[src/rtl/cam_lookup_ctrl.sv]
// cam_lookup_ctrl: request/response controller in front of an external CAM.
// Handles LOOKUP, INSERT and FLUSH requests. It drives one-cycle search and
// write strobes to the CAM and tracks how many entries are valid. Entries at
// or above the fill count are treated as stale, so a FLUSH only has to clear
// the counter.
module cam_lookup_ctrl #(
  parameter int DATA_W = 32,
  parameter int DEPTH  = 32,
  parameter int IDX_W  = $clog2(DEPTH)
) (
  input  logic              clk_i,
  input  logic              rst_i,
  input  logic              req_valid_i,
  output logic              req_ready_o,
  input  logic [1:0]        req_op_i,
  input  logic [DATA_W-1:0] req_key_i,
  output logic              resp_valid_o,
  input  logic              resp_ready_i,
  output logic              resp_hit_o,
  output logic [IDX_W-1:0]  resp_index_o,
  output logic              resp_full_o,
  output logic [IDX_W:0]    fill_count_o,
  output logic              cam_write_enable_o,
  output logic [IDX_W-1:0]  cam_write_index_o,
  output logic [DATA_W-1:0] cam_write_data_o,
  output logic              cam_search_enable_o,
  output logic [DATA_W-1:0] cam_search_data_o,
  input  logic              cam_search_valid_i,
  input  logic [IDX_W-1:0]  cam_search_index_i
);

  localparam logic [1:0]     OP_INSERT = 2'b01;
  localparam logic [1:0]     OP_FLUSH  = 2'b10;
  localparam logic [IDX_W:0] DEPTH_CNT = (IDX_W+1)'(DEPTH);

  typedef enum logic [2:0] {
    ST_IDLE   = 3'd0,
    ST_SEARCH = 3'd1,
    ST_EVAL   = 3'd2,
    ST_WRITE  = 3'd3,
    ST_RESP   = 3'd4
  } state_t;

  state_t              state_q, state_d;
  logic                ready_q, ready_d;
  logic                insert_q, insert_d;
  logic [DATA_W-1:0]   key_q, key_d;
  logic [IDX_W:0]      fill_q, fill_d;
  logic                resp_valid_q, resp_valid_d;
  logic                resp_hit_q, resp_hit_d;
  logic [IDX_W-1:0]    resp_index_q, resp_index_d;
  logic                resp_full_q, resp_full_d;
  logic                wr_en_q, wr_en_d;
  logic [IDX_W-1:0]    wr_idx_q, wr_idx_d;
  logic [DATA_W-1:0]   wr_data_q, wr_data_d;
  logic                srch_en_q, srch_en_d;
  logic [DATA_W-1:0]   srch_data_q, srch_data_d;
  logic                hit_s;

  // A CAM match only counts when it lands inside the valid (filled) region.
  always_comb begin
    hit_s = cam_search_valid_i && ({1'b0, cam_search_index_i} < fill_q);
  end

  // Next-state and next-output logic; strobes default low, everything else holds.
  always_comb begin
    state_d      = state_q;
    insert_d     = insert_q;
    key_d        = key_q;
    fill_d       = fill_q;
    resp_valid_d = resp_valid_q;
    resp_hit_d   = resp_hit_q;
    resp_index_d = resp_index_q;
    resp_full_d  = resp_full_q;
    wr_en_d      = 1'b0;
    wr_idx_d     = wr_idx_q;
    wr_data_d    = wr_data_q;
    srch_en_d    = 1'b0;
    srch_data_d  = srch_data_q;
    case (state_q)
      ST_IDLE: begin
        if (req_valid_i && ready_q) begin
          key_d = req_key_i;
          if (req_op_i == OP_FLUSH) begin
            insert_d     = 1'b0;
            fill_d       = '0;
            resp_valid_d = 1'b1;
            resp_hit_d   = 1'b0;
            resp_index_d = '0;
            resp_full_d  = 1'b0;
            state_d      = ST_RESP;
          end else begin
            // Reserved op 11 falls through as a LOOKUP.
            insert_d    = (req_op_i == OP_INSERT);
            srch_en_d   = 1'b1;
            srch_data_d = req_key_i;
            state_d     = ST_SEARCH;
          end
        end else begin
          state_d = ST_IDLE;
        end
      end
      ST_SEARCH: begin
        state_d = ST_EVAL;
      end
      ST_EVAL: begin
        if (hit_s) begin
          resp_valid_d = 1'b1;
          resp_hit_d   = 1'b1;
          resp_index_d = cam_search_index_i;
          resp_full_d  = 1'b0;
          state_d      = ST_RESP;
        end else if (!insert_q) begin
          resp_valid_d = 1'b1;
          resp_hit_d   = 1'b0;
          resp_index_d = '0;
          resp_full_d  = 1'b0;
          state_d      = ST_RESP;
        end else if (fill_q < DEPTH_CNT) begin
          wr_en_d   = 1'b1;
          wr_idx_d  = fill_q[IDX_W-1:0];
          wr_data_d = key_q;
          state_d   = ST_WRITE;
        end else begin
          resp_valid_d = 1'b1;
          resp_hit_d   = 1'b0;
          resp_index_d = '0;
          resp_full_d  = 1'b1;
          state_d      = ST_RESP;
        end
      end
      ST_WRITE: begin
        if (fill_q < DEPTH_CNT) begin
          fill_d = fill_q + {{IDX_W{1'b0}}, 1'b1};
        end else begin
          fill_d = fill_q;
        end
        resp_valid_d = 1'b1;
        resp_hit_d   = 1'b0;
        resp_index_d = wr_idx_q;
        resp_full_d  = 1'b0;
        state_d      = ST_RESP;
      end
      ST_RESP: begin
        if (resp_ready_i) begin
          resp_valid_d = 1'b0;
          state_d      = ST_IDLE;
        end else begin
          state_d = ST_RESP;
        end
      end
      default: begin
        state_d = ST_IDLE;
      end
    endcase
    // Ready is registered so it is already low in the cycle after acceptance.
    ready_d = (state_d == ST_IDLE);
  end

  // State and output registers with synchronous active-low reset.
  always_ff @(posedge clk_i) begin
    if (!rst_i) begin
      state_q      <= ST_IDLE;
      ready_q      <= 1'b0;
      insert_q     <= 1'b0;
      key_q        <= '0;
      fill_q       <= '0;
      resp_valid_q <= 1'b0;
      resp_hit_q   <= 1'b0;
      resp_index_q <= '0;
      resp_full_q  <= 1'b0;
      wr_en_q      <= 1'b0;
      wr_idx_q     <= '0;
      wr_data_q    <= '0;
      srch_en_q    <= 1'b0;
      srch_data_q  <= '0;
    end else begin
      state_q      <= state_d;
      ready_q      <= ready_d;
      insert_q     <= insert_d;
      key_q        <= key_d;
      fill_q       <= fill_d;
      resp_valid_q <= resp_valid_d;
      resp_hit_q   <= resp_hit_d;
      resp_index_q <= resp_index_d;
      resp_full_q  <= resp_full_d;
      wr_en_q      <= wr_en_d;
      wr_idx_q     <= wr_idx_d;
      wr_data_q    <= wr_data_d;
      srch_en_q    <= srch_en_d;
      srch_data_q  <= srch_data_d;
    end
  end

  assign req_ready_o         = ready_q;
  assign resp_valid_o        = resp_valid_q;
  assign resp_hit_o          = resp_hit_q;
  assign resp_index_o        = resp_index_q;
  assign resp_full_o         = resp_full_q;
  assign fill_count_o        = fill_q;
  assign cam_write_enable_o  = wr_en_q;
  assign cam_write_index_o   = wr_idx_q;
  assign cam_write_data_o    = wr_data_q;
  assign cam_search_enable_o = srch_en_q;
  assign cam_search_data_o   = srch_data_q;

endmodule

[config.mk]
export PLATFORM = sky130hd
export DESIGN_NAME = cam_lookup_ctrl
export DESIGN_NICKNAME = d
export VERILOG_FILES = /design/src/rtl/cam_lookup_ctrl.sv
export SDC_FILE = /design/constraint.sdc
export NUM_CORES = 1
export LEC_CHECK = 0
export CAP_MARGIN = 20
export CELL_PAD_IN_SITES_DETAIL_PLACEMENT = 0
export CELL_PAD_IN_SITES_GLOBAL_PLACEMENT = 1
export CORE_UTILIZATION = 38
export DETAILED_ROUTE_END_ITERATION = 10
export HOLD_SLACK_MARGIN = 0.02
export PLACE_DENSITY = 0.88
export SLEW_MARGIN = 20
export SYNTH_ARGS = -nofsm -noshare
export SYNTH_HDL_FRONTEND = slang
export SYNTH_SLANG_ARGS = --single-unit
[constraint.sdc]
create_clock -name clk_i -period 3.7 [get_ports clk_i]
set_input_delay 0.74 -clock clk_i [delete_from_list [all_inputs] [get_ports clk_i]]
set_output_delay 0.74 -clock clk_i [all_outputs]
set_load 0.005 [all_outputs]
Word-level counts from Yosys, hierarchy flattened
Cells that the tools add are included.

word-level totals
  output and inout port bits = 86
  register bits after elaboration = 122
  input port bits = 44
  logic and storage cells = 84

operators by class
  $add $sub $neg = 1
  order comparisons = 2
  reduce and logical (&&, ||, !) cells = 15
  bitwise logic cells = 5
  eq/ne operators = 11
  mux-type cells = 36

operators with widths
  cell                                                                   number
  5-bit 2-to-1 mux                                                       5
  3-bit 2-to-1 mux                                                       6
  6-bit 2-to-1 mux                                                       3
  1-bit 2-to-1 mux                                                       16
  3-bit case mux with 5 select lines                                     1
  5-bit case mux with 3 select lines                                     1
  6-bit case mux with 2 select lines                                     1
  4-bit AND reduction                                                    3
  2-bit inequality test, second input constant                           4
  6-bit by 1-bit adder with 6-bit output, second input constant          1
  3-bit by 2-bit equality test with 1-bit output, second input constant  2
  3-bit logical NOT                                                      2
  5-bit by 6-bit less-than comparator with 1-bit output                  1
  6-bit less-than comparator, second input constant                      1
  1-bit case mux with 3 select lines                                     2
  3-bit AND reduction                                                    2
  1-bit inverter                                                         5
  5-bit AND reduction                                                    1
  4-bit inequality test, second input constant                           1
  1-bit case mux with 4 select lines                                     1
  4-bit nonzero test                                                     1
  4-bit OR reduction                                                     1
  3-bit by 1-bit equality test with 1-bit output, second input constant  1
  3-bit equality test, second input constant                             1
  other kinds (6)                                                        7

Logic depth before layout (Yosys ltp)
Gate-level depths: netlist (run 1).

  word-level depth = 6
  gate-level depth with buffers = 9
  mapped depth without buffers = 7

Worst setup path after synthesis (run 1)
Ideal clock, no wire load.

  kind = input port to flip-flop
  start point = input cam_search_index_i[3]
  end point = register wr_data_q[0], in the netlist cam_write_data_o[0]
  arrival = 2.130 ns
  required time = 3.579 ns
  buffers on the path = 2
  slack = 1.449 ns
  cell stages on the path = 8
  library setup time = 0.121 ns
  path through = ha_1 > a21oi_1 > nor2_1 > a211o_1 > and2_1 > buf_4 > buf_4 > mux2i_1

between the ends
  longest elaborated chain between the ends = 4

ends and longest elaborated chain
  what                                                   RTL line  source
  start: declaration                                     29        input logic [IDX_W-1:0] cam_search_index_i
  5-bit by 6-bit less-than comparator with 1-bit output  62        hit_s = cam_search_valid_i && ({1'b0, cam_search_index_i} < fill_q);
  1-bit logical AND                                      62
  1-bit inverter (no source line)                        -
  4-bit AND reduction (no source line)                   -
  end signal: assignment                                 189       wr_data_q <= wr_data_d;
  end: declaration                                       55        logic [DATA_W-1:0] wr_data_q, wr_data_d;

No other way between the ends.
A chain may end at the register's enable or synchronous reset.

Worst setup path in the final report (run 1)
  start point = input cam_search_index_i[4]
  end point = register wr_data_q[17], in the netlist cam_write_data_o[17]

The elaborated chain is that of the path after synthesis.

==> results of run 1 <==
[Yosys cell counts, types with 2 or more instances]
library cell,count
sky130_fd_sc_hd__a211o_1,2
sky130_fd_sc_hd__a221oi_1,10
sky130_fd_sc_hd__ha_1,5
sky130_fd_sc_hd__buf_4,4
sky130_fd_sc_hd__nor2_1,15
sky130_fd_sc_hd__buf_2,5
sky130_fd_sc_hd__o21ai_0,3
sky130_fd_sc_hd__nand2b_1,4
sky130_fd_sc_hd__xnor2_1,4
sky130_fd_sc_hd__mux2i_1,37
sky130_fd_sc_hd__o21a_1,2
sky130_fd_sc_hd__a31oi_1,3
sky130_fd_sc_hd__inv_1,6
sky130_fd_sc_hd__nand3_1,2
sky130_fd_sc_hd__a211oi_1,6
sky130_fd_sc_hd__nand2_1,210
sky130_fd_sc_hd__nand4_1,2
sky130_fd_sc_hd__a21oi_1,69
sky130_fd_sc_hd__nor4_1,2
sky130_fd_sc_hd__clkbuf_1,29
sky130_fd_sc_hd__dfxtp_1,122
[worst max-delay path by stage]
| stage | from | endpoint | slack (ns) | depth (start not counted) |
|---|---|---|---|---|
| 4_1_cts | cam_search_index_i[4] | cam_write_data_o[17]$_SDFFE_PN0P_ | 1.03 | 8 |
| 5_1_grt | cam_search_index_i[4] | cam_write_data_o[17]$_SDFFE_PN0P_ | 0.90 | 8 |
| 3_5_place_dp | cam_search_index_i[4] | cam_write_data_o[21]$_SDFFE_PN0P_ | 0.63 | 8 |
| 2_1_floorplan | cam_search_index_i[3] | cam_write_data_o[0]$_SDFFE_PN0P_ | 1.45 | 8 |
| 3_3_place_gp | cam_search_index_i[4] | cam_write_data_o[27]$_SDFFE_PN0P_ | 0.75 | 8 |
| 6_report | cam_search_index_i[4] | cam_write_data_o[17]$_SDFFE_PN0P_ | 1.03 | 8 |
[layout make-up]
cell class / count / area, sq um / share of cell area [%]
well taps: 168 / 210.2 / 3.155
multi-input cells: 395 / 2100 / 31.51
repair buffers: 139 / 1361 / 20.43
clock inverters: 3 / 40.04 / 0.6009
clock buffers: 27 / 483.0 / 7.249
flip-flops and latches: 122 / 2442 / 36.66
inverters: 7 / 26.28 / 0.3944
[routing by layer]
metal | global-route usage, % | up-vias
li1 | - | 2108
met1 | 22.37 | 1942
met2 | 30.98 | 113
met3 | 7.492 | 17
met4 | 7.807 | 0
met5 | 0 | -
[power breakdown]
group	switching, mW	total, mW	internal [mW]
logic	0.130	0.249	0.119
registers	0.0235	1.38	1.36
clock network	0.524	1.47	0.948
[cell families after synthesis]
kind of cell	Yosys count	share of synthesized area, %
AO/OA/AOI/OAI	100	12.91
XOR/XNOR	4	0.7405
adder cells (fa/ha/maj)	5	1.322
buffers and inverters	45	4.020
flip-flops	122	51.63
multiplexers	37	7.829
AND/OR/NAND/NOR	249	21.56
[sequential cells by signal (all words and copies together), names as in the netlist, 3 cells and up]
| register | count |
|---|---|
| cam_search_data_o | 32 |
| cam_write_data_o | 32 |
| cam_write_index_o | 5 |
| fill_count_o | 6 |
| key_q | 32 |
| resp_index_o | 5 |
| state_q | 3 |
[through the flow]
step / hold slack, ns / cells / worst slack (ns)
after global placement: 0.4408 / 831 / 0.7470
final: 0.4532 / 861 / 1.030
after detailed placement: 0.4480 / 831 / 0.6319
after CTS: 0.4535 / 861 / 1.029
after floorplan: 0.4366 / 562 / 1.449
after global routing: 0.4657 / 861 / 0.9006
[worst max-delay path: stages]
cell and delay (ns):
sky130_fd_sc_hd__clkdlybuf4s50_1 0.46, sky130_fd_sc_hd__ha_1 0.30, sky130_fd_sc_hd__nand2b_1 0.07, sky130_fd_sc_hd__nor2_1 0.19
sky130_fd_sc_hd__a211o_1 0.20, sky130_fd_sc_hd__and2_2 0.44, sky130_fd_sc_hd__buf_4 0.35, sky130_fd_sc_hd__mux2i_1 0.25
==> impl.org, run 1 <==
** Status
- The flow ran to the end, and the final reports show no timing, DRC or antenna violations.

** Power
- Power per standard cell area :: roughly 470 nW/um^2
- Summed over all cells, the static leakage comes to roughly 2.3 nW.
- Total power after layout :: between 3 and 4 mW
- Peak supply drop :: between 200 and 250 uV

** Worst hold path
- The startpoint identified for the worst hold timing path is key_q[31]$_SDFFE_PN0P_.
- Counting instances, the worst hold path has a depth of 2.
- Class of the most critical hold timing path :: flop to flop
- Worst Hold End :: cam_write_data_o[31]$_SDFFE_PN0P_

** Yosys
- Mean post-synth cell area :: approximately 8.4 sq um
- Sequential elements use just over 50% of the synthesized area.
- FF+latch count, synth :: 122
- Yosys top cell by area :: sky130_fd_sc_hd__dfxtp_1
- Counting distinct cell types in the post-synthesis netlist gives 41.
- Synthesis handed over a netlist of around 560 instances.
- Syn nets :: approximately 610
- The share of synthesized area in the top cell type comes to 51.63%.
- In the synthesized netlist the dominant register cell turns out to be sky130_fd_sc_hd__dfxtp_1.
- Number of warnings reported in the yosys synthesis log :: 0
- After synthesis, the share of flip-flops with an asynchronous set or reset is 0%.
- Synth Cell Area :: about 4700 sq um
- Top post-synthesis cells by area :: sky130_fd_sc_hd__dfxtp_1 52%, sky130_fd_sc_hd__nand2_1 17%, sky130_fd_sc_hd__mux2i_1 7.8%
- Yosys mapped a number of flops with a built-in enable equal to 0.

** Global routing
- Vias in the first global route :: 4105
- The first global-routing pass estimated ~19 mm of wire.
- Summed over all layers, the global routing overflow is 0.
- Global routing consumed, over all layers together, a little under a fifth of the routing resources.
- The number of antenna violations at the first check in global routing was 0.
- Pin count of the biggest net entering global routing :: 79

** Clocking
- Clk Tree Root Cell :: sky130_fd_sc_hd__clkbuf_16
- CTS buffer count :: 17
- The H-tree generated during clock tree synthesis spans 4 levels.
- TritonCTS built the clock tree.
- Hold repair after CTS inserted 0 buffers.
- Number of buffers inserted by post-CTS setup repair :: 0
- The later pin in the worst-skew pair is clocked with a latency of around 0.41 ns.
- Clock-pin slew of the registers on the worst-case setup and hold paths :: around 0.050 ns
- Count of cells resized by post-cts repair :: 0
- Counting every sink on the clock net gives about 120.
- In this run the deepest clock path goes through 2 buffers.

** Critical path
- In this run the critical register-to-register path is launched from fill_count_o[4]$_SDFFE_PN0P_.
- STA classifies the critical path startpoint as a primary input.
- At the worst endpoint, the required time is roughly 4 ns.
- Endpoint type of the worst setup path :: flop
- Data on the critical path arrives at its endpoint at 2.99 ns.
- The worst register-to-register path has a setup slack of 1.33 ns.
- Logic depth of the worst register-to-register path :: 8
- Crit path kind :: primary input to flop
- Maximum fanout count along the critical path :: 14
- The worst register-to-register path ends at cam_write_data_o[17]$_SDFFE_PN0P_.

** Cells and area
- Once layout is done, the placed cells without fillers occupy 6663 sq um.
- Leading cell type in the layout, fill and taps excluded :: sky130_fd_sc_hd__nand2_1
- Fill cells in the final layout number around 1100.
- For this run, the share of the core covered by cells in the final layout is between 50% and 60%.
- The net count of the finished layout is between 700 and 800.
- Number of antenna diodes :: 0
- Fraction of layout cells with a size suffix above 1 :: under 10%
- Commonest cells after routing, fill and taps aside :: 210 x sky130_fd_sc_hd__nand2_1, 128 x sky130_fd_sc_hd__clkdlybuf4s50_1, 122 x sky130_fd_sc_hd__dfxtp_1, 69 x sky130_fd_sc_hd__a21oi_1, 37 x sky130_fd_sc_hd__mux2i_1
- The area growth from synthesis to layout is 40.84%.

** Routing
- DRC errors left :: 0
- Total number of vias :: around 4200
- Top routing layer in use :: met4
- Wire segments on met2 add up to 5.563 mm in the final route.
- The detailed router finished its first iteration with roughly 230 violations.
- The final layout contains routed wiring with a total length of between 10 and 15 mm.
- The pre-antenna-repair detailed-routing pass consisted of 4 iterations.
- In this run the remaining antenna-violating nets after routing total 0.
- Average via count per standard cell :: 4.855
- The routed design uses around 770 um of met3 wire.
- Routed met1 length :: 5.220 mm
- Routed length per placed instance :: 13.64 um

** Timing
- In the final timing run, aggregate negative setup slack is 0 ns.
- RSZ-0062 raised after global routing :: no
- Headroom to the max-slew limit came out at between 30 and 40%.
- Subtracting the final worst setup slack from the clock period gives about 2.7 ns.
- Final worst-path cycle share :: about 72%
- Between clock sinks in the finished design, the worst skew comes to approximately 0.008 ns.
- Total count of max-transition violations in the final report :: 0
- The number of hold-slack violations in the final timing report came to 0.
- Least-Margin Pin Slew :: about 0.91 ns
- Setup violations remaining at the end of the flow were counted as 0.
- For this run, the top clock speed supported by timing is about 370 MHz.

** Placed design
- Placed standard-cell area :: ~6100 sq um
- Count of input and output buffers :: between 100 and 150
- Once detailed placement completed, the half-perimeter wirelength came to roughly 8.1 mm.
- Placer Congestion :: roughly 0.85

** Floorplanning
- Measured along the y axis, the die boundary spans 113.6 um.
- From left edge to right edge, the die measures between 100 and 150 um.
- Die area :: 12900 sq um
- Standard cell core area :: roughly 12000 sq um
- Ports placed on the boundary :: 130
- For this configuration, the core starts out at a cell density of about 39%.
- Site Rows :: 40

** Flow run
- Max cap viols :: 0
Note: power is estimated with default switching activity, not from simulation.
==> run 2: changes to the inputs <==
Settings changed: CORE_UTILIZATION 38 to 35, PLACE_DENSITY 0.88 to 0.83.
Clock period 3.7 ns to 2.7 ns, I/O delays scaled along.
==> run 2 against run 1 <==
  * Sequential power grew 37%
  * Wire length grew 3.4%
  * Core utilization shrank 3.8 points
  * Via count grew 0.60%
  * Die area grew 8.4%
  * Non-clock buffer count grew 5
  * Sequential share of layout area shrank 0.68 points
  * Count of clock-buffer cells in the layout shrank 5
  * Register-to-register slack lost 0.74 ns
  * Worst hold slack is essentially flat
  * Worst setup slack lost 0.55 ns
  * Largest power group unchanged
==> impl.org, run 2 (synthesis results as in run 1) <==
** Placed design
- The count of buffers inserted at the top-level ports came to 129 (unchanged).
- Placed standard-cell area :: 6212 sq um (+1.2%)
- The number of instances in the placed design came to 844 (+1.6%).
- HPWL reported at the end of detailed placement :: 8.325 mm (+2.7%)
- The final weighted congestion in routability-driven placement is 0.7901 (-6.6%).
- Pre-CTS setup slack :: 0.1007 ns (-0.5312 ns)

** Timing
- Worst Clk Skew :: 0.006524 ns (-0.001483 ns)
- The worst slew margin relative to its limit came to 62.40% (+23 points).
- Number of endpoints failing setup at the final stage :: 0 (unchanged)
- Setup repair after global routing left no endpoint under its margin.
- Fin Setup TNS :: 0 ns (unchanged)
- Setup ws final :: 0.4786 ns (-0.5517 ns)
- Derived from the worst setup path, the maximum achievable clock frequency is roughly 450 MHz.
- The number of slew-limit violations in the final report is 0 (unchanged).
- Clock period minus worst slack :: 2.221 ns
- Final worst-path cycle share :: ~82%
- The number of hold-slack violations in the final timing report was 0 (unchanged).
- Least-Margin Pin Slew :: 0.5640 ns (-0.3501 ns)

** Global routing
- Vias in the first global route :: 4207 (+2.5%)
- The wire length of the first global-routing pass is 20.24 mm (+5.3%).
- The pin count of the biggest net entering global routing is 49 (-38%).
- The remaining global-route overflow came to 0 (unchanged).
- The global-route usage over all layers came to 18.58% (-0.45 points).
- Antenna violations before repair :: 1 (+1)

** Floorplanning
- The y dimension of the die is 118.3 um (+4.1%).
- The number of top-level pins came to 130 (unchanged).
- Site Rows :: 42 (+5.0%)
- Starting utilization of the core area :: 35.87% (-3.4 points)
- DIE WIDTH :: 118.3 um (+4.1%)
- The floorplan die area is 13990 sq um (+8.4%).
- The area of the placeable core was 13190 sq um (+9.4%).

** Worst hold path
- Number of stages on the worst hold path :: 2 (unchanged)
- Class of the most critical hold timing path :: flop to flop

** Cells and area
- Final Non-Filler Cells :: 875 (+1.6%)
- The antenna cell count came to 0 (unchanged).
- The library cells used most frequently in the layout, excluding fill and tap cells, are 210 x sky130_fd_sc_hd__nand2_1, 128 x sky130_fd_sc_hd__clkdlybuf4s50_1, 122 x sky130_fd_sc_hd__dfxtp_1, 69 x sky130_fd_sc_hd__a21oi_1, 37 x sky130_fd_sc_hd__mux2i_1.
- Number of nets at the end of the flow :: 736 (+0.68%)
- The library cell used most frequently in the layout, excluding fill and tap cells, is sky130_fd_sc_hd__nand2_1.
- The proportion of layout cells with a drive suffix above 1 is 7.725% (+1.4 points).
- Relative area change from synthesis to final layout :: 43.51%
- The area of all placed cells without fillers came to 6789 sq um (+1.9%).
- The count of filler cells inserted in the layout came to 1232 (+8.8%).

** Power
- Peak supply drop :: 308.6 uV (+41%)
- The internal cell power was 3.487 mW (+44%).
- Switching share of power :: 22.01% (+0.17 points)
- Net switching power :: 0.9840 mW (+45%)
- The leakage power summed over all cells was 2.329 nW (+2.7%).
- Power per standard cell area :: 658.6 nW/um^2 (+42%)
- Portion of total power attributed to the clock network :: 49.8% (+2.4 points)
- The sequential power share is 42.3% (-2.2 points).
- Combinational share of power :: 7.9% (about the same)
- The total power consumption of the routed design is 4.471 mW (+44%).

** Clocking
- The buffer levels on the longest clock path was 2 (unchanged).
- The clock slew seen by the registers of the worst setup and hold paths is 0.05 ns (about the same).
- The count of clock tree sinks is 122 (unchanged).
- CTS H-Tree Depth :: 4 (unchanged)
- The number of buffers created by CTS came to 17 (unchanged).
- Clk Tree Root Cell :: sky130_fd_sc_hd__clkbuf_16
- Number of buffers inserted by post-CTS setup repair :: 0 (unchanged)
- CTS tree :: yes
- Hold buffer count at cts :: 0 (unchanged)
- The clock insertion delay at the later pin of the skew report is 0.41 ns (about the same).
- The post-cts gate resize count came to 0 (unchanged).

** Critical path
- STA classifies the critical path endpoint as a flop.
- The critical-path maximum fanout came to 14 (unchanged).
- STA classifies the critical path startpoint as a primary input.
- The setup path with the least slack is of type primary input to flop.
- The required time at the endpoint of the critical path was 2.99 ns (-1.03 ns).
- The critical path arrival was 2.51 ns (-0.48 ns).
- The cell count of the worst reg-to-reg path is 8 (unchanged).
- The setup slack on the worst flop-to-flop path was 0.59 ns (-0.74 ns).

** Routing
- The total via count after detailed routing was 4205 (+0.60%).
- The remaining antenna violation count is 0 (unchanged).
- Average via count per standard cell :: 4.806 (-1.0%)
- DRC errors left :: 0 (unchanged)
- The final routed wire length divided by cell count is 13.88 um (+1.7%).
- Aggregate routed wire length :: 12.14 mm (+3.4%)
- The number of design-rule violations left by the first detailed-router iteration was 202 (-10%).
- Number of detailed-route iterations in the first pass :: 4 (unchanged)

** Flow run
- The number of max-cap violations was 0 (unchanged).

** Status
- The run finished with clean final reports.
==> run 2: cell count changes in the layout (fill, tap and decap cells not counted), sizes merged <==
cell	change
buf	+5
bufinv	+2
clkbuf	-5
clkinv	+3
clkinvlp	+1
==> run 2: layout make-up <==
type	count	area [sq um]	share of cell area, %
inverter	7	26.28	0.3870
sequential	122	2442	35.97
tap	176	220.2	3.244
timing repair buffer	144	1424	20.97
clock buffer	22	454.2	6.690
clock inverter	9	122.6	1.806
multi-input combinational	395	2100	30.93
==> run 2: critical path: stages <==
cell and delay, ns:
sky130_fd_sc_hd__clkdlybuf4s50_1 0.54, sky130_fd_sc_hd__ha_1 0.27, sky130_fd_sc_hd__a21oi_1 0.16, sky130_fd_sc_hd__nor2_1 0.08
sky130_fd_sc_hd__a211o_1 0.32, sky130_fd_sc_hd__and2_2 0.23, sky130_fd_sc_hd__buf_4 0.22, sky130_fd_sc_hd__mux2i_1 0.14
==> run 2: power by group through the flow <==
stage               Combinational (mW)  Clock [mW]  Sequential [mW]
finish                           0.352        2.23             1.89
global route                     0.390        2.36             1.90
CTS                              0.357        2.28             1.89
detailed placement               0.355           0             1.93
global placement                 0.348           0             1.93
floorplan                        0.173           0             1.92
==> run 2: final timing paths <==
path / start / endpoint
worst max-delay path: cam_search_index_i[3] / cam_write_data_o[0]$_SDFFE_PN0P_
worst min-delay path: key_q[0]$_SDFFE_PN0P_ / key_q[0]$_SDFFE_PN0P_
worst max register to register: fill_count_o[3]$_SDFFE_PN0P_ / cam_write_data_o[0]$_SDFFE_PN0P_
worst min register to register: key_q[0]$_SDFFE_PN0P_ / key_q[0]$_SDFFE_PN0P_
==> run 2: per-stage QoR <==
step | hold slack [ns] | utilization (%)
4_1_cts | 0.4560 | 51.47
3_3_place_gp | 0.4411 | 47.10
5_1_grt | 0.4683 | 51.47
2_1_floorplan | 0.4366 | -
6_report | 0.4532 | 51.47
3_5_place_dp | 0.4487 | 47.10
==> run 2: per-layer routing <==
metal / wire length, um / vias up / GRT usage, %
met5: 17 / - / 0
met4: 197 / 2 / 8.734
met3: 840 / 18 / 6.805
met2: 5749 / 123 / 30.33
met1: 5339 / 1947 / 21.52
li1: - / 2115 / -
==> run 3: changes to the inputs <==
Clock period 2.7 ns to 2.2 ns, I/O delays scaled along.
==> run 3 against run 2 <==
  * Die area is the same
  * Sequential share of layout area shrank 0.99 points
  * Combinational power grew 27%
  * Clock skew is essentially flat
  * Worst hold slack lost 0.11 ns
  * Sequential cell count is the same
  * Global-route usage shrank 0.068 points
  * Via count grew 1.3%
  * Clock power grew 36%
  * Final area grew 2.8%
  * Critical endpoint is now resp_index_o[0]$_SDFFE_PN0P_
==> impl.org, run 3 (synthesis results as in run 1) <==
** Placed design
- Count of input and output buffers :: 129 (unchanged)
- The half-perimeter wire length after detailed placement was 8.558 mm (+2.8%).
- Dpl cells :: 858 (+1.7%)
- The final weighted congestion in routability-driven placement is 0.7997 (+1.2%).
- The cell area after placement is 6330 sq um (+1.9%).

** Timing
- Timing would allow up to slightly below 500 MHz.
- The number of slew-limit violations in the final report was 0 (unchanged).
- The number of hold-slack violations in the final timing report came to 0 (unchanged).
- The slew of the pin with the lowest slew margin came to 0.5952 ns (+0.03118 ns).
- Final worst-path cycle share :: between 90% and 100%
- Number of endpoints failing setup at the final stage :: 0 (unchanged)
- The worst slew margin relative to its limit came to 60.17% (-2.2 points).
- After layout, the minimum clock period comes to roughly 2.0 ns.
- The post-route worst hold slack came to 0.3469 ns (-0.1063 ns).
- The setup TNS was 0 ns (unchanged).
- The final worst clock skew is 0.006359 ns (-0.0001654 ns).
- Setup repair after global routing left no endpoint under its margin.

** Clocking
- The buffer levels on the longest clock path is 2 (unchanged).
- Hold buffer count at cts :: 0 (unchanged)
- The post-cts gate resize count came to 0 (unchanged).
- Clock-pin slew of the registers on the worst-case setup and hold paths :: 0.05 ns (about the same)
- Sinks on Clock Net :: 122 (unchanged)
- CTS tree :: yes
- Later-pin clock latency in the skew report :: 0.41 ns (about the same)
- Number of buffers inserted by post-CTS setup repair :: 0 (unchanged)
- Clock tree synthesis selected as its root buffer the cell sky130_fd_sc_hd__clkbuf_16.
- The number of buffers created by CTS was 17 (unchanged).
- CTS H-Tree Depth :: 4 (unchanged)

** Routing
- Number of detailed-route iterations in the first pass :: 4 (unchanged)
- Aggregate routed wire length :: 12.16 mm (about the same)
- The number of design-rule violations left by the first detailed-router iteration was 249 (+23%).
- The routed length on met1 came to 5.134 mm (-3.8%).
- Remaining number of nets flagged by the antenna check after routing :: 0 (unchanged)
- DRC errors left :: 0 (unchanged)
- Total number of vias :: 4259 (+1.3%)
- Routed length per placed instance :: 13.66 um (-1.6%)
- Top routing layer in use :: met5
- The detail-routed via count per cell came to 4.785 (-0.42%).
- Routed wire length on met3 :: 852 um (+1.4%)
- Met2 wire length :: 5.845 mm (+1.7%)

** Critical path
- Max stage delay on crit path :: 0.52 ns (-0.02 ns)
- Among all stages on the critical path, the largest delay is contributed by sky130_fd_sc_hd__clkdlybuf4s50_1.
- The required time at the endpoint of the critical path came to 2.48 ns (-0.51 ns).
- Critical-path cell list :: clkdlybuf4s50_1 > ha_1 > a21oi_1 > nor2_1 > a211o_1 > buf_4 > nand2_1 > a211oi_1
- Reg2Reg Launch Point :: fill_count_o[1]$_SDFFE_PN0P_
- Crit path kind :: primary input to flop
- Kind of start point of the critical path :: primary input
- Logic depth of the worst register-to-register path :: 7 (-1)
- The setup slack on the worst flop-to-flop path came to 0.24 ns (-0.35 ns).
- The critical-path maximum fanout was 9 (-5).
- The worst setup path is captured at a flop.
- Critical path arrival :: 2.32 ns (-0.19 ns)
- In this run the critical register-to-register path is captured at resp_index_o[0]$_SDFFE_PN0P_.

** Cells and area
- The antenna cell count came to 0 (unchanged).
- Final instance area :: 6980 sq um (+2.8%)
- Number of fill cells :: 1193 (-3.2%)
- In the layout the commonest cells are 210 x sky130_fd_sc_hd__nand2_1, 128 x sky130_fd_sc_hd__clkdlybuf4s50_1, 122 x sky130_fd_sc_hd__dfxtp_1, 69 x sky130_fd_sc_hd__a21oi_1, 37 x sky130_fd_sc_hd__mux2i_1.
- The area growth from synthesis to layout is 47.55%.
- Leaving out fill and tap cells, the most frequent cell in the layout is sky130_fd_sc_hd__nand2_1.
- The final instance count without filler cells was 890 (+1.7%).
- Fraction of layout cells with a size suffix above 1 :: 10.22% (+2.5 points)
- The final-stage net count came to 750 (+1.9%).

** Floorplanning
- Ports placed on the boundary :: 130 (unchanged)
- The y dimension of the die came to 118.3 um (unchanged).
- DIE WIDTH :: 118.3 um (unchanged)
- The number of core rows was 42 (unchanged).
- Standard cell core area :: 13190 sq um (unchanged)
- Die area :: 13990 sq um (unchanged)
- The initial core utilization is 35.87% (unchanged).

** Worst hold path
- Class of the most critical hold timing path :: primary input to flop
- Worst Hold End :: fill_count_o[5]$_SDFFE_PN0P_
- The cell count of the worst hold path is 3 (+1).
- Hold path start :: rst_i

** Power
- Leakage dissipation :: 2.444 nW (+4.9%)
- The power per cell area is 830.2 nW/um^2 (+26%).
- Peak supply drop :: 539.1 uV (+75%)
- The total power consumption of the routed design was 5.796 mW (+30%).

** Global routing
- The wire length of the first global-routing pass was 20.27 mm (+0.17%).
- The number of antenna violations at the first check in global routing is 1 (unchanged).
- Vias in the first global route :: 4196 (-0.26%)
- The global-route usage over all layers came to 18.51% (-0.068 points).
- The remaining global-route overflow came to 0 (unchanged).
- Pin count of the biggest net entering global routing :: 49 (unchanged)

** Status
- Run status :: complete, no violations

** Flow run
- Max cap viols :: 0 (unchanged)
run 3: critical path: cells and delay by family:
kind,cells,cell delay (ns)
AND/OR/NAND/NOR,2,0.35
AO/OA/AOI/OAI,3,0.59
buffers and inverters,2,0.66
adder cells (fa/ha/maj),1,0.27
run 3: power breakdown:
part | internal, mW | total (mW) | leakage, nW | switching, mW
Clock | 2.06 | 3.03 | 0.326 | 0.972
Combinational | 0.220 | 0.447 | 1.13 | 0.227
Sequential | 2.28 | 2.32 | 0.988 | 0.0380
run 3: worst max path at each step:
stage	slack (ns)	to	from
2_1_floorplan	0.22	cam_write_data_o[0]$_SDFFE_PN0P_	fill_count_o[3]$_SDFFE_PN0P_
3_3_place_gp	-0.19	cam_write_data_o[25]$_SDFFE_PN0P_	cam_search_index_i[3]
3_5_place_dp	-0.24	resp_index_o[0]$_SDFFE_PN0P_	cam_search_index_i[3]
4_1_cts	0.18	cam_write_data_o[15]$_SDFFE_PN0P_	cam_search_index_i[3]
5_1_grt	0.07	cam_write_data_o[15]$_SDFFE_PN0P_	cam_search_index_i[3]
6_report	0.16	resp_index_o[0]$_SDFFE_PN0P_	cam_search_index_i[3]
run 3: layer usage:
| metal | up-vias | GRT usage [%] |
|---|---|---|
| met5 | - | 0 |
| met4 | 2 | 9.295 |
| met3 | 24 | 6.708 |
| met2 | 118 | 30.77 |
| met1 | 1980 | 20.82 |
| li1 | 2135 | - |
run 3: final cells by class:
type | instances | area, sq um | share of cell area, %
clock inverters | 13 | 197.7 | 2.832
flip-flops and latches | 122 | 2442 | 34.99
well taps | 176 | 220.2 | 3.155
clock buffers | 19 | 452.9 | 6.489
repair buffers | 158 | 1541 | 22.08
multi-input cells | 395 | 2100 | 30.08
inverters | 7 | 26.28 | 0.3764
run 3: metrics by stage:
step	worst slack [ns]	util (%)
CTS	0.1756	52.92
global route	0.07064	52.92
floorplan	0.2236	-
detailed placement	-0.2446	47.99
global placement	-0.1882	47.99
finish	0.1608	52.92
==> RTL change 1 (settings of run 2) <==
The parameter `DEPTH` goes from 32 to 64.
--- a/src/rtl/cam_lookup_ctrl.sv
+++ b/src/rtl/cam_lookup_ctrl.sv
@@ -6,5 +6,5 @@
 module cam_lookup_ctrl #(
   parameter int DATA_W = 32,
-  parameter int DEPTH  = 32,
+  parameter int DEPTH  = 64,
   parameter int IDX_W  = $clog2(DEPTH)
 ) (
Interface: changed (resized cam_search_index_i, cam_write_index_o, fill_count_o and resp_index_o); port bits go from 130 to 134. No check against the original RTL was run, so the function may have changed too.
==> RTL change 1 against run 2 <==
Sequential cell count rose by 3; wire length increased by 14%; largest cell class unchanged; final cell count grew 2.4%; largest power group unchanged; synthesized area rose by 1.2%; power up 5.0%; first-iteration DRC count up 7.9%; cell area grew 2.1%; critical path depth decreased by 1; worst setup slack got worse by 0.11 ns; sequential power grew 3%; non-clock buffer count increased by 9; clock skew increased by 0.00076 ns.
==> RTL change 1: results <==
# TYPE chip_impl_metric gauge
chip_impl_info{name="outcome",value="finished clean"} 1
chip_impl_info{name="path_delay_family",value="compound AO/OA/AOI/OAI gates"} 1
chip_impl_metric{name="antenna_found_initial",unit=""} 0
chip_impl_metric{name="initialDrtViolationCount",unit=""} 218
chip_impl_metric{name="portBuffers",unit=""} 133
chip_impl_info{name="worstSetupStartpoint",value="cam_search_index_i[4]"} 1
chip_impl_metric{name="post_synth_fa_ha_maj_area_fraction",unit="%"} 1.569
chip_impl_metric{name="grt_max_degree",unit=""} 62
chip_impl_metric{name="tightest_slew",unit="ns"} 0.6320
chip_impl_metric{name="met1_length",unit="um"} 6336
chip_impl_metric{name="clockNetworkPower",unit="W"} 0.00238
chip_impl_metric{name="detailed_place_hpwl",unit="um"} 9433
chip_impl_metric{name="synth_nets",unit=""} 634
chip_impl_metric{name="max_stage_delay",unit="ns"} 0.44
chip_impl_metric{name="gp_routability_congestion",unit=""} 0.8331
chip_impl_info{name="maxUsedRoutingLayer",value="met4"} 1
chip_impl_metric{name="power.leakage",unit="nW"} 2.368
chip_impl_metric{name="wl",unit="um"} 13860
chip_impl_info{name="yosys-top-cells-count",value="sky130_fd_sc_hd__nand2_1 (144), sky130_fd_sc_hd__dfxtp_1 (125), sky130_fd_sc_hd__a21oi_1 (108)"} 1
chip_impl_metric{name="grt_use_total",unit="%"} 20.05
chip_impl_metric{name="met1_usage_in_global_routing",unit="%"} 25.49
chip_impl_metric{name="synth_compound_area_share",unit="%"} 20.89
chip_impl_info{name="combinational_family_with_the_most_area_after_synthesis",value="compound AO/OA/AOI/OAI gates"} 1
chip_impl_metric{name="pwr-share-seq",unit="%"} 41.3
chip_impl_metric{name="finalClockSkew",unit="ns"} 0.007288
chip_impl_metric{name="crit_fanout",unit=""} 7
chip_impl_metric{name="drt-pass1-iter-count",unit=""} 5
chip_impl_metric{name="use_met2",unit="%"} 31.03
chip_impl_metric{name="drive_gt1_share",unit="%"} 7.639
chip_impl_metric{name="nets",unit=""} 759
chip_impl_metric{name="synth_cell_type_count",unit=""} 40
chip_impl_metric{name="detailedPlace.worstSlack",unit="ns"} -0.02167
chip_impl_info{name="crit-reg2reg-launch",value="fill_count_o[2]$_SDFFE_PN0P_"} 1
chip_impl_metric{name="post_drt_via_cell_ratio",unit=""} 5.046
chip_impl_metric{name="synth_mux_area_share",unit="%"} 0
chip_impl_metric{name="yosysSeqAreaShare",unit="%"} 52.29
chip_impl_metric{name="yosys.area_share.xor_xnor",unit="%"} 0.9150
chip_impl_metric{name="dpl.cell_count",unit=""} 865
[RTL change 1: changes by cell type after synthesis, moves of 5 or more]
cell                       delta
sky130_fd_sc_hd__a211oi_1     -5
sky130_fd_sc_hd__o22ai_1      +5
sky130_fd_sc_hd__a221oi_1    -10
sky130_fd_sc_hd__o21ai_1     +41
sky130_fd_sc_hd__nand3_1     +37
sky130_fd_sc_hd__a32oi_1      +6
sky130_fd_sc_hd__buf_6        +5
sky130_fd_sc_hd__mux2i_1     -37
sky130_fd_sc_hd__buf_2        +9
sky130_fd_sc_hd__a21oi_1     +39
sky130_fd_sc_hd__nand2_1     -66
[RTL change 1: layout make-up]
class                      count  area share [%]
inverter                       9          0.5056
clock inverter                 7           1.950
sequential                   125           36.11
tap                          176           3.178
multi-input combinational    402           29.20
clock buffer                  24           6.952
timing repair buffer         153           22.10
==> RTL change 2 (settings of run 2) <==
Made on the original files. Encoding of `state_t`: now one-hot (5 bits for 5 states).
--- a/src/rtl/cam_lookup_ctrl.sv
+++ b/src/rtl/cam_lookup_ctrl.sv
@@ -34,10 +34,10 @@
   localparam logic [IDX_W:0] DEPTH_CNT = (IDX_W+1)'(DEPTH);
 
-  typedef enum logic [2:0] {
-    ST_IDLE   = 3'd0,
-    ST_SEARCH = 3'd1,
-    ST_EVAL   = 3'd2,
-    ST_WRITE  = 3'd3,
-    ST_RESP   = 3'd4
+  typedef enum logic [4:0] {
+    ST_IDLE   = 5'b00001,
+    ST_SEARCH = 5'b00010,
+    ST_EVAL   = 5'b00100,
+    ST_WRITE  = 5'b01000,
+    ST_RESP   = 5'b10000
   } state_t;
 
Formal check against the unedited RTL: same outputs for any inputs over 10 cycles, from zero or initial values and one cycle with rst_i low; not proved beyond that.
==> RTL change 2 against run 2 <==
Register-to-register slack lost 0.08 ns; wire length rose by 6.5%; clock skew is 0.0043 ns higher; power rose by 1.1%; worst setup slack got worse by 0.036 ns; cell area down 1.3%; synthesized area fell by 0.90%; sequential cell count up 2.
==> RTL change 2: results <==
# TYPE chip_impl_metric gauge
chip_impl_metric{name="gp_routability_congestion",unit=""} 0.8104
chip_impl_metric{name="antenna_found_initial",unit=""} 0
chip_impl_metric{name="detailed_place_hpwl",unit="um"} 8570
chip_impl_metric{name="worst_slew_margin",unit="%"} 71.83
chip_impl_info{name="path_delay_family",value="compound AO/OA/AOI/OAI gates"} 1
chip_impl_metric{name="cp_data_arrival_time",unit="ns"} 2.58
chip_impl_info{name="cpMaxStageDelayCell",value="sky130_fd_sc_hd__or4_1"} 1
chip_impl_metric{name="routed-via-count",unit=""} 4223
chip_impl_metric{name="cts_sink_cnt",unit=""} 124
chip_impl_metric{name="cell_count_final_fillers_out",unit=""} 820
chip_impl_metric{name="synth_cells",unit=""} 518
chip_impl_metric{name="grt_max_degree",unit=""} 86
chip_impl_metric{name="finalClockSkew",unit="ns"} 0.01079
chip_impl_metric{name="first_global_vias",unit=""} 4123
chip_impl_metric{name="grt_first_pass_wirelength",unit="um"} 21060
chip_impl_metric{name="initialDrtViolationCount",unit=""} 312
chip_impl_metric{name="grt_use_total",unit="%"} 19.20
chip_impl_metric{name="synth_cell_type_count",unit=""} 45
chip_impl_metric{name="detailedPlace.worstSlack",unit="ns"} 0.04528
chip_impl_info{name="outcome",value="finished clean"} 1
chip_impl_metric{name="crit_fanout",unit=""} 8
chip_impl_metric{name="vdd.ir_drop.worst",unit="mV"} 0.3822
chip_impl_metric{name="switching_power",unit="W"} 0.001019
chip_impl_metric{name="nets",unit=""} 685
chip_impl_metric{name="yosysSeqAreaShare",unit="%"} 52.95
RTL change 2: cells by family (layout without fill, tap and decap cells):
logic type      Yosys count  count (layout)  share of synthesized area [%]
compound gates          173             173                          22.50
xor+xnor                  4               4                         0.7474
fa+ha+maj                 5               5                          1.334
buf+inv                  51             181                          5.471
flops                   124             124                          52.95
simple gates            161             161                          17.00
RTL change 2: power groups by stage:
| stage | clock, W | combinational (W) | sequential [W] |
|---|---|---|---|
| after floorplan | 0 | 0.000224 | 0.00198 |
| after global placement | 0 | 0.000418 | 0.00198 |
| after detailed placement | 0 | 0.000427 | 0.00199 |
| after CTS | 0.00219 | 0.000430 | 0.00195 |
| after global routing | 0.00228 | 0.000464 | 0.00196 |
| final | 0.00215 | 0.000425 | 0.00195 |
RTL change 2: path summary, 6_finish.rpt:
check / slack [ns] / cells after the start / startpoint / to
worst max-delay path: 0.44 / 7 / cam_search_index_i[3] / resp_full_o$_SDFFE_PN0P_
worst min-delay path: 0.45 / 2 / key_q[31]$_SDFFE_PN0P_ / key_q[31]$_SDFFE_PN0P_
worst max register to register: 0.51 / 7 / fill_count_o[3]$_SDFFE_PN0P_ / resp_full_o$_SDFFE_PN0P_
worst min register to register: 0.45 / 2 / key_q[31]$_SDFFE_PN0P_ / key_q[31]$_SDFFE_PN0P_
RTL change 2: area by class of cell:
class | instances | area (um^2)
well taps | 172 | 215.2
clock buffers | 22 | 464.2
multi-input cells | 343 | 1969
clock inverters | 9 | 95.09
repair buffers | 143 | 1446
fillers | 1192 | 6126
flip-flops and latches | 124 | 2482
inverters | 7 | 26.28
RTL change 2: routing by layer:
layer / wire length, um / track usage, % / vias up
met1: 5838 / 24.10 / 2003
li1: - / - / 2075
met4: 147 / 6.090 / 0
met3: 857 / 7.025 / 14
met2: 6095 / 30.44 / 131
met5: 0 / 0 / -
